==> config.mk <==
export PLATFORM = sky130hd
export DESIGN_NAME = data_bus_arbiter_flat
export DESIGN_NICKNAME = d
export VERILOG_FILES = /design/src/rtl/data_bus_arbiter_if.sv /design/src/rtl/data_bus_arbiter.sv /design/src/flat_wrapper.sv
export SDC_FILE = /design/constraint.sdc
export NUM_CORES = 1
export LEC_CHECK = 0
export BUFFER_PORTS_ARGS = -buffer_cell sky130_fd_sc_hd__buf_2
export CAP_MARGIN = 20
export CORE_AREA = 2 2 121 123
export DETAILED_ROUTE_END_ITERATION = 10
export DIE_AREA = 0 0 123 125
export HOLD_SLACK_MARGIN = 0.15
export PLACE_DENSITY_LB_ADDON = 0.08
export SLEW_MARGIN = 20
export SYNTH_ARGS = -nofsm -noshare
export SYNTH_HDL_FRONTEND = slang
export SYNTH_SLANG_ARGS = --single-unit
==> constraint.sdc <==
create_clock -name clk -period 5.65 [get_ports clk]
set_input_delay 1.13 -clock clk [delete_from_list [all_inputs] [get_ports clk]]
set_output_delay 1.13 -clock clk [all_outputs]
set_load 0.05 [all_outputs]
==> src/rtl/data_bus_arbiter_if.sv <==
`default_nettype none
// ============================================================================
// Module   : data_bus_arbiter_if
// Brief    : Two-master / one-slave bus bundle for data_bus_arbiter.
// Revision : 1.0 - initial release
// ============================================================================
interface data_bus_arbiter_if #(
    parameter int ADDR_W = 32,
    parameter int DATA_W = 32
);
    logic              m0_req,    m1_req;
    logic              m0_we,     m1_we;
    logic [ADDR_W-1:0] m0_addr,   m1_addr;
    logic [DATA_W-1:0] m0_wdata,  m1_wdata;
    logic [2:0]        m0_funct3, m1_funct3;
    logic              m0_lock,   m1_lock;
    logic              m0_gnt,    m1_gnt;
    logic              m0_rvalid, m1_rvalid;
    logic [DATA_W-1:0] m0_rdata,  m1_rdata;
    logic              s_valid;
    logic              s_we;
    logic [ADDR_W-1:0] s_addr;
    logic [DATA_W-1:0] s_wdata;
    logic [2:0]        s_funct3;
    logic [DATA_W-1:0] s_rdata;

    // master: the arbiter, which drives the slave command bus.
    modport master (
        input  m0_req, m1_req, m0_we, m1_we, m0_addr, m1_addr,
        input  m0_wdata, m1_wdata, m0_funct3, m1_funct3, m0_lock, m1_lock,
        input  s_rdata,
        output m0_gnt, m1_gnt, m0_rvalid, m1_rvalid, m0_rdata, m1_rdata,
        output s_valid, s_we, s_addr, s_wdata, s_funct3
    );

    // slave: the surrounding masters and the slave device.
    modport slave (
        output m0_req, m1_req, m0_we, m1_we, m0_addr, m1_addr,
        output m0_wdata, m1_wdata, m0_funct3, m1_funct3, m0_lock, m1_lock,
        output s_rdata,
        input  m0_gnt, m1_gnt, m0_rvalid, m1_rvalid, m0_rdata, m1_rdata,
        input  s_valid, s_we, s_addr, s_wdata, s_funct3
    );
endinterface
`default_nettype wire

==> src/rtl/data_bus_arbiter.sv <==
`default_nettype none
// ============================================================================
// Module   : data_bus_arbiter
// Brief    : Two-master round-robin bus arbiter with bounded lock, 2-cycle ops.
// Revision : 1.0 - initial release
// ============================================================================
module data_bus_arbiter #(
    parameter int ADDR_W   = 32,
    parameter int DATA_W   = 32,
    parameter int MAX_LOCK = 4
) (
    input  wire logic clk,
    input  wire logic rst,
    data_bus_arbiter_if.master bus
);
    localparam logic [0:0] c_IDLE     = 1'b0;
    localparam logic [0:0] c_RESP     = 1'b1;
    localparam logic [3:0] c_MAX_LOCK = 4'(MAX_LOCK);

    logic [0:0] r_state;
    logic [0:0] w_state_nxt;
    logic       r_owner;
    logic       r_lock;
    logic [3:0] r_cnt;
    logic       w_grant;
    logic       w_win;
    logic       w_resp;

    always_comb begin
        w_state_nxt = r_state;
        w_grant     = 1'b0;
        w_win       = 1'b0;
        case (r_state)
            c_IDLE: begin
                if (!rst && (bus.m0_req || bus.m1_req)) begin
                    w_grant     = 1'b1;
                    w_state_nxt = c_RESP;
                    // Ties go to the locked owner until its streak hits the cap.
                    if (bus.m0_req && bus.m1_req)
                        w_win = (r_lock && (r_cnt < c_MAX_LOCK)) ? r_owner : ~r_owner;
                    else
                        w_win = bus.m1_req;
                end
            end
            default: w_state_nxt = c_IDLE;
        endcase
    end

    assign w_resp = (r_state == c_RESP) && !rst;

    always_comb begin
        bus.m0_gnt    = w_grant & ~w_win;
        bus.m1_gnt    = w_grant &  w_win;
        bus.s_valid   = w_grant;
        bus.s_we      = 1'b0;
        bus.s_addr    = '0;
        bus.s_wdata   = '0;
        bus.s_funct3  = 3'b000;
        if (w_grant) begin
            bus.s_we     = w_win ? bus.m1_we     : bus.m0_we;
            bus.s_addr   = w_win ? bus.m1_addr   : bus.m0_addr;
            bus.s_wdata  = w_win ? bus.m1_wdata  : bus.m0_wdata;
            bus.s_funct3 = w_win ? bus.m1_funct3 : bus.m0_funct3;
        end
        bus.m0_rvalid = w_resp & ~r_owner;
        bus.m1_rvalid = w_resp &  r_owner;
        bus.m0_rdata  = (w_resp & ~r_owner) ? bus.s_rdata : '0;
        bus.m1_rdata  = (w_resp &  r_owner) ? bus.s_rdata : '0;
    end

    always_ff @(posedge clk or posedge rst) begin
        if (rst) begin
            r_state <= c_IDLE;
            r_owner <= 1'b1;
            r_lock  <= 1'b0;
            r_cnt   <= 4'd0;
        end else begin
            r_state <= w_state_nxt;
            if (w_grant) begin
                r_owner <= w_win;
                r_lock  <= w_win ? bus.m1_lock : bus.m0_lock;
                if (w_win == r_owner)
                    r_cnt <= (r_cnt >= c_MAX_LOCK) ? c_MAX_LOCK : r_cnt + 4'd1;
                else
                    r_cnt <= 4'd1;
            end
        end
    end
endmodule
`default_nettype wire

==> src/flat_wrapper.sv <==
// flat-port wrapper written by rule: the top's interface ports become plain ports
module data_bus_arbiter_flat 
#(
    parameter int ADDR_W   = 32,
    parameter int DATA_W   = 32,
    parameter int MAX_LOCK = 4
)
  (clk, rst, bus_m0_req, bus_m1_req, bus_m0_we, bus_m1_we, bus_m0_addr, bus_m1_addr, bus_m0_wdata, bus_m1_wdata, bus_m0_funct3, bus_m1_funct3, bus_m0_lock, bus_m1_lock, bus_s_rdata, bus_m0_gnt, bus_m1_gnt, bus_m0_rvalid, bus_m1_rvalid, bus_m0_rdata, bus_m1_rdata, bus_s_valid, bus_s_we, bus_s_addr, bus_s_wdata, bus_s_funct3);
  data_bus_arbiter_if #(.ADDR_W(ADDR_W), .DATA_W(DATA_W)) bus_i ();
  input  wire logic clk;
  input  wire logic rst;
  input wire logic [$bits(bus_i.m0_req)-1:0] bus_m0_req;
  input wire logic [$bits(bus_i.m1_req)-1:0] bus_m1_req;
  input wire logic [$bits(bus_i.m0_we)-1:0] bus_m0_we;
  input wire logic [$bits(bus_i.m1_we)-1:0] bus_m1_we;
  input wire logic [$bits(bus_i.m0_addr)-1:0] bus_m0_addr;
  input wire logic [$bits(bus_i.m1_addr)-1:0] bus_m1_addr;
  input wire logic [$bits(bus_i.m0_wdata)-1:0] bus_m0_wdata;
  input wire logic [$bits(bus_i.m1_wdata)-1:0] bus_m1_wdata;
  input wire logic [$bits(bus_i.m0_funct3)-1:0] bus_m0_funct3;
  input wire logic [$bits(bus_i.m1_funct3)-1:0] bus_m1_funct3;
  input wire logic [$bits(bus_i.m0_lock)-1:0] bus_m0_lock;
  input wire logic [$bits(bus_i.m1_lock)-1:0] bus_m1_lock;
  input wire logic [$bits(bus_i.s_rdata)-1:0] bus_s_rdata;
  output wire logic [$bits(bus_i.m0_gnt)-1:0] bus_m0_gnt;
  output wire logic [$bits(bus_i.m1_gnt)-1:0] bus_m1_gnt;
  output wire logic [$bits(bus_i.m0_rvalid)-1:0] bus_m0_rvalid;
  output wire logic [$bits(bus_i.m1_rvalid)-1:0] bus_m1_rvalid;
  output wire logic [$bits(bus_i.m0_rdata)-1:0] bus_m0_rdata;
  output wire logic [$bits(bus_i.m1_rdata)-1:0] bus_m1_rdata;
  output wire logic [$bits(bus_i.s_valid)-1:0] bus_s_valid;
  output wire logic [$bits(bus_i.s_we)-1:0] bus_s_we;
  output wire logic [$bits(bus_i.s_addr)-1:0] bus_s_addr;
  output wire logic [$bits(bus_i.s_wdata)-1:0] bus_s_wdata;
  output wire logic [$bits(bus_i.s_funct3)-1:0] bus_s_funct3;
  assign bus_i.m0_req = bus_m0_req;
  assign bus_i.m1_req = bus_m1_req;
  assign bus_i.m0_we = bus_m0_we;
  assign bus_i.m1_we = bus_m1_we;
  assign bus_i.m0_addr = bus_m0_addr;
  assign bus_i.m1_addr = bus_m1_addr;
  assign bus_i.m0_wdata = bus_m0_wdata;
  assign bus_i.m1_wdata = bus_m1_wdata;
  assign bus_i.m0_funct3 = bus_m0_funct3;
  assign bus_i.m1_funct3 = bus_m1_funct3;
  assign bus_i.m0_lock = bus_m0_lock;
  assign bus_i.m1_lock = bus_m1_lock;
  assign bus_i.s_rdata = bus_s_rdata;
  assign bus_m0_gnt = bus_i.m0_gnt;
  assign bus_m1_gnt = bus_i.m1_gnt;
  assign bus_m0_rvalid = bus_i.m0_rvalid;
  assign bus_m1_rvalid = bus_i.m1_rvalid;
  assign bus_m0_rdata = bus_i.m0_rdata;
  assign bus_m1_rdata = bus_i.m1_rdata;
  assign bus_s_valid = bus_i.s_valid;
  assign bus_s_we = bus_i.s_we;
  assign bus_s_addr = bus_i.s_addr;
  assign bus_s_wdata = bus_i.s_wdata;
  assign bus_s_funct3 = bus_i.s_funct3;
  data_bus_arbiter #(.ADDR_W(ADDR_W), .DATA_W(DATA_W), .MAX_LOCK(MAX_LOCK)) u_core (.clk(clk), .rst(rst), .bus(bus_i));
endmodule
==> impl_metrics.tcl <==
set metrics [dict create \
    grt.overflow.total 0 \
    root_buffer "clkbuf_16" \
    synth_cell_types 32 \
    path_clk_slew_ps 30 \
    clk_latency_ps 230 \
    drv_slew 0 \
    crit_path_end_kind "primary output" \
    fmax_mhz 248 \
    netlist_area_um2 2120 \
    cts_max_path_buffers 2 \
    core_um2 14200 \
    cp_max_fo 69 \
    syn_to_final_growth_pct 81.1 \
    cp-start-kind "input port" \
    gp_congestion 0.793 \
    mostFrequentLayoutCell "buf_2" \
    fp.dieH_um 125 \
    numClockSinks 7 \
    power_density_nw_per_um2 220 \
    pin_count 311 \
    cts_made_buffers 3 \
    die_w_um 123 \
    hold_path_class "flip-flop to flip-flop" \
    grt_use_total_pct 12.7 \
    antenna_found_initial 0 \
    status "completed" \
    synth.avg_cell_area_um2 5.99 \
    firstDrtPassIters 4 \
    finalHoldViolCount 0 \
    drt_iter0_drc 136 \
    drt-vias-per-instance 4.50 \
    vdd_drop_max_mv 0.121 \
    drive_above_1_share_pct 54.8 \
    syn_inst 354 \
    final_cell_mix "310 x buf_2, 69 x nand3_1, 66 x and2_1" \
    fillCellCount 1628 \
    yosysWarnings 0 \
    synthArstFlopShare_pct 100 \
    synth-seq-cells 7 \
    setup-violations-final 0 \
    cp.arrival_ps 2900 \
    htreeDepth 1 \
    grt_pass1_wl_um 16300 \
    cp.required_ps 4520 \
    fin_crit_ps 4030 \
    clock_skew_ps 0.406 \
    io_buffers 310 \
    yosysSeqAreaShare_pct 8.32 \
    holdBufCountCts 0 \
    reg2reg_from "u_core.r_cnt[3]" \
    cts_setup_buffers 0 \
    initial_utilization_pct 14.9 \
    crit_start "bus_m0_req" \
    final_antenna_net_count 0 \
    maxSlewHeadroom_pct 42.9 \
    rows 44 \
    cts_resized 0 \
    setup_tns_ps 0 \
    finalPower_uw 845 \
    reg2reg_slack_ps 3830 \
    drc 0 \
    grt_pass1_vias 3373 \
    rsz0062_at_grt "false" \
    cts_tree "built" \
    n_antenna_cell 0 \
    die-area_um2 15400 \
    dp_hpwl_um 8050 \
    fin_crit_sh_pct 71.4 \
    ys.flop_type "dfrtp_1" \
    wire_per_inst_um 13.2 \
    synth_edf_count 0 \
    fin_nets 807 \
    critical_path_class "input port to primary output" \
    synth_fp_nets 529 \
    routed_wl_um 10800 \
    grt_start_max_net_pins 75 \
    hp-start "u_core.r_cnt[1]" \
    vias 3666 \
    worstMarginPinSlew_ps 856 \
    cap_violations 0 \
    power_leakage_uw 0.00214 \
]
-- state kept, by name, summed over array words and instances (netlist names) --
signal	flops
u_core.r_cnt	4
u_core.r_lock	1
u_core.r_owner	1
u_core.r_state	1
-- per-layer routing --
metal | vias to the layer above | GRT usage (%) | routed length, um | share of wire [%]
li1 | 1810 | - | - | -
met5 | - | 0 | 0 | 0
met4 | 0 | 4.08 | 291 | 2.7
met3 | 21 | 1.23 | 781 | 7.2
met2 | 184 | 24.4 | 5690 | 53
met1 | 1651 | 14.4 | 4010 | 37
-- synth_stat cells, drive strengths merged, types with 2 or more instances --
library cell  count  area share (%)
nand2             3            0.53
nand3            69              16
nor3b             2             1.2
a21oi            70              18
o21ai            72              19
clkbuf           24             4.2
and2             66              19
inv               3            0.53
dfrtp             6             7.1
buf              19             5.4
a31oi             2            0.59
nor2b             2            0.59
nor2              6             1.1
-- through the flow --
stage | cells | area, um^2 | worst slack [ps] | hold WS, ps | util [%]
3_5_place_dp | 811 | 3760 | 1600 | 484 | 26.5
6_report | 815 | 3840 | 1620 | 488 | 27.0
5_1_grt | 815 | 3840 | 1430 | 555 | 27.0
4_1_cts | 815 | 3840 | 1590 | 492 | 27.0
3_3_place_gp | 811 | 3760 | 1620 | 476 | 26.5
2_1_floorplan | 354 | 2120 | 1840 | 454 | -
-- logic make-up (layout without fill, tap and decap cells) --
| group | Yosys count | after routing | share of synthesized area (%) |
|---|---|---|---|
| AND/OR/NAND/NOR | 151 | 151 | 40.3 |
| flip-flops | 7 | 7 | 8.32 |
| AO/OA/AOI/OAI | 147 | 147 | 38.8 |
| buffers and inverters | 46 | 323 | 10.2 |
| multiplexers | 2 | 2 | 1.77 |
| adder cells (fa/ha/maj) | 1 | 1 | 0.590 |
-- power breakdown --
group          internal (uW)  leakage [uW]  switching [uW]
clock                   93.8     0.0000382            25.7
sequential              65.6     0.0000850            15.7
combinational            182       0.00202             463
-- worst paths after layout --
path | to | depth (start not counted)
min in group asynchronous | u_core.r_state | 2
worst min register to register | u_core.r_cnt[1] | 2
worst max-delay path | bus_s_wdata[31] | 6
max in group asynchronous | u_core.r_owner | 2
worst max register to register | u_core.r_lock | 4
worst min-delay path | u_core.r_cnt[1] | 2
-- area by class of cell --
class                   instances  area, um^2  area share, %
well taps                     184         230           6.00
clock buffers                   4        78.8           2.05
multi-input cells             301        1740           45.4
inverters                       3        13.8          0.358
flip-flops and latches          7         176           4.59
repair buffers                316        1600           41.6
-- critical path: stages --
cell	delay (ps)
buf_2	140
nor2b_1	260
mux2_4	650
o21ai_0	160
a21oi_1	190
buf_2	290
No activity file was read; power rests on OpenSTA's default activity.
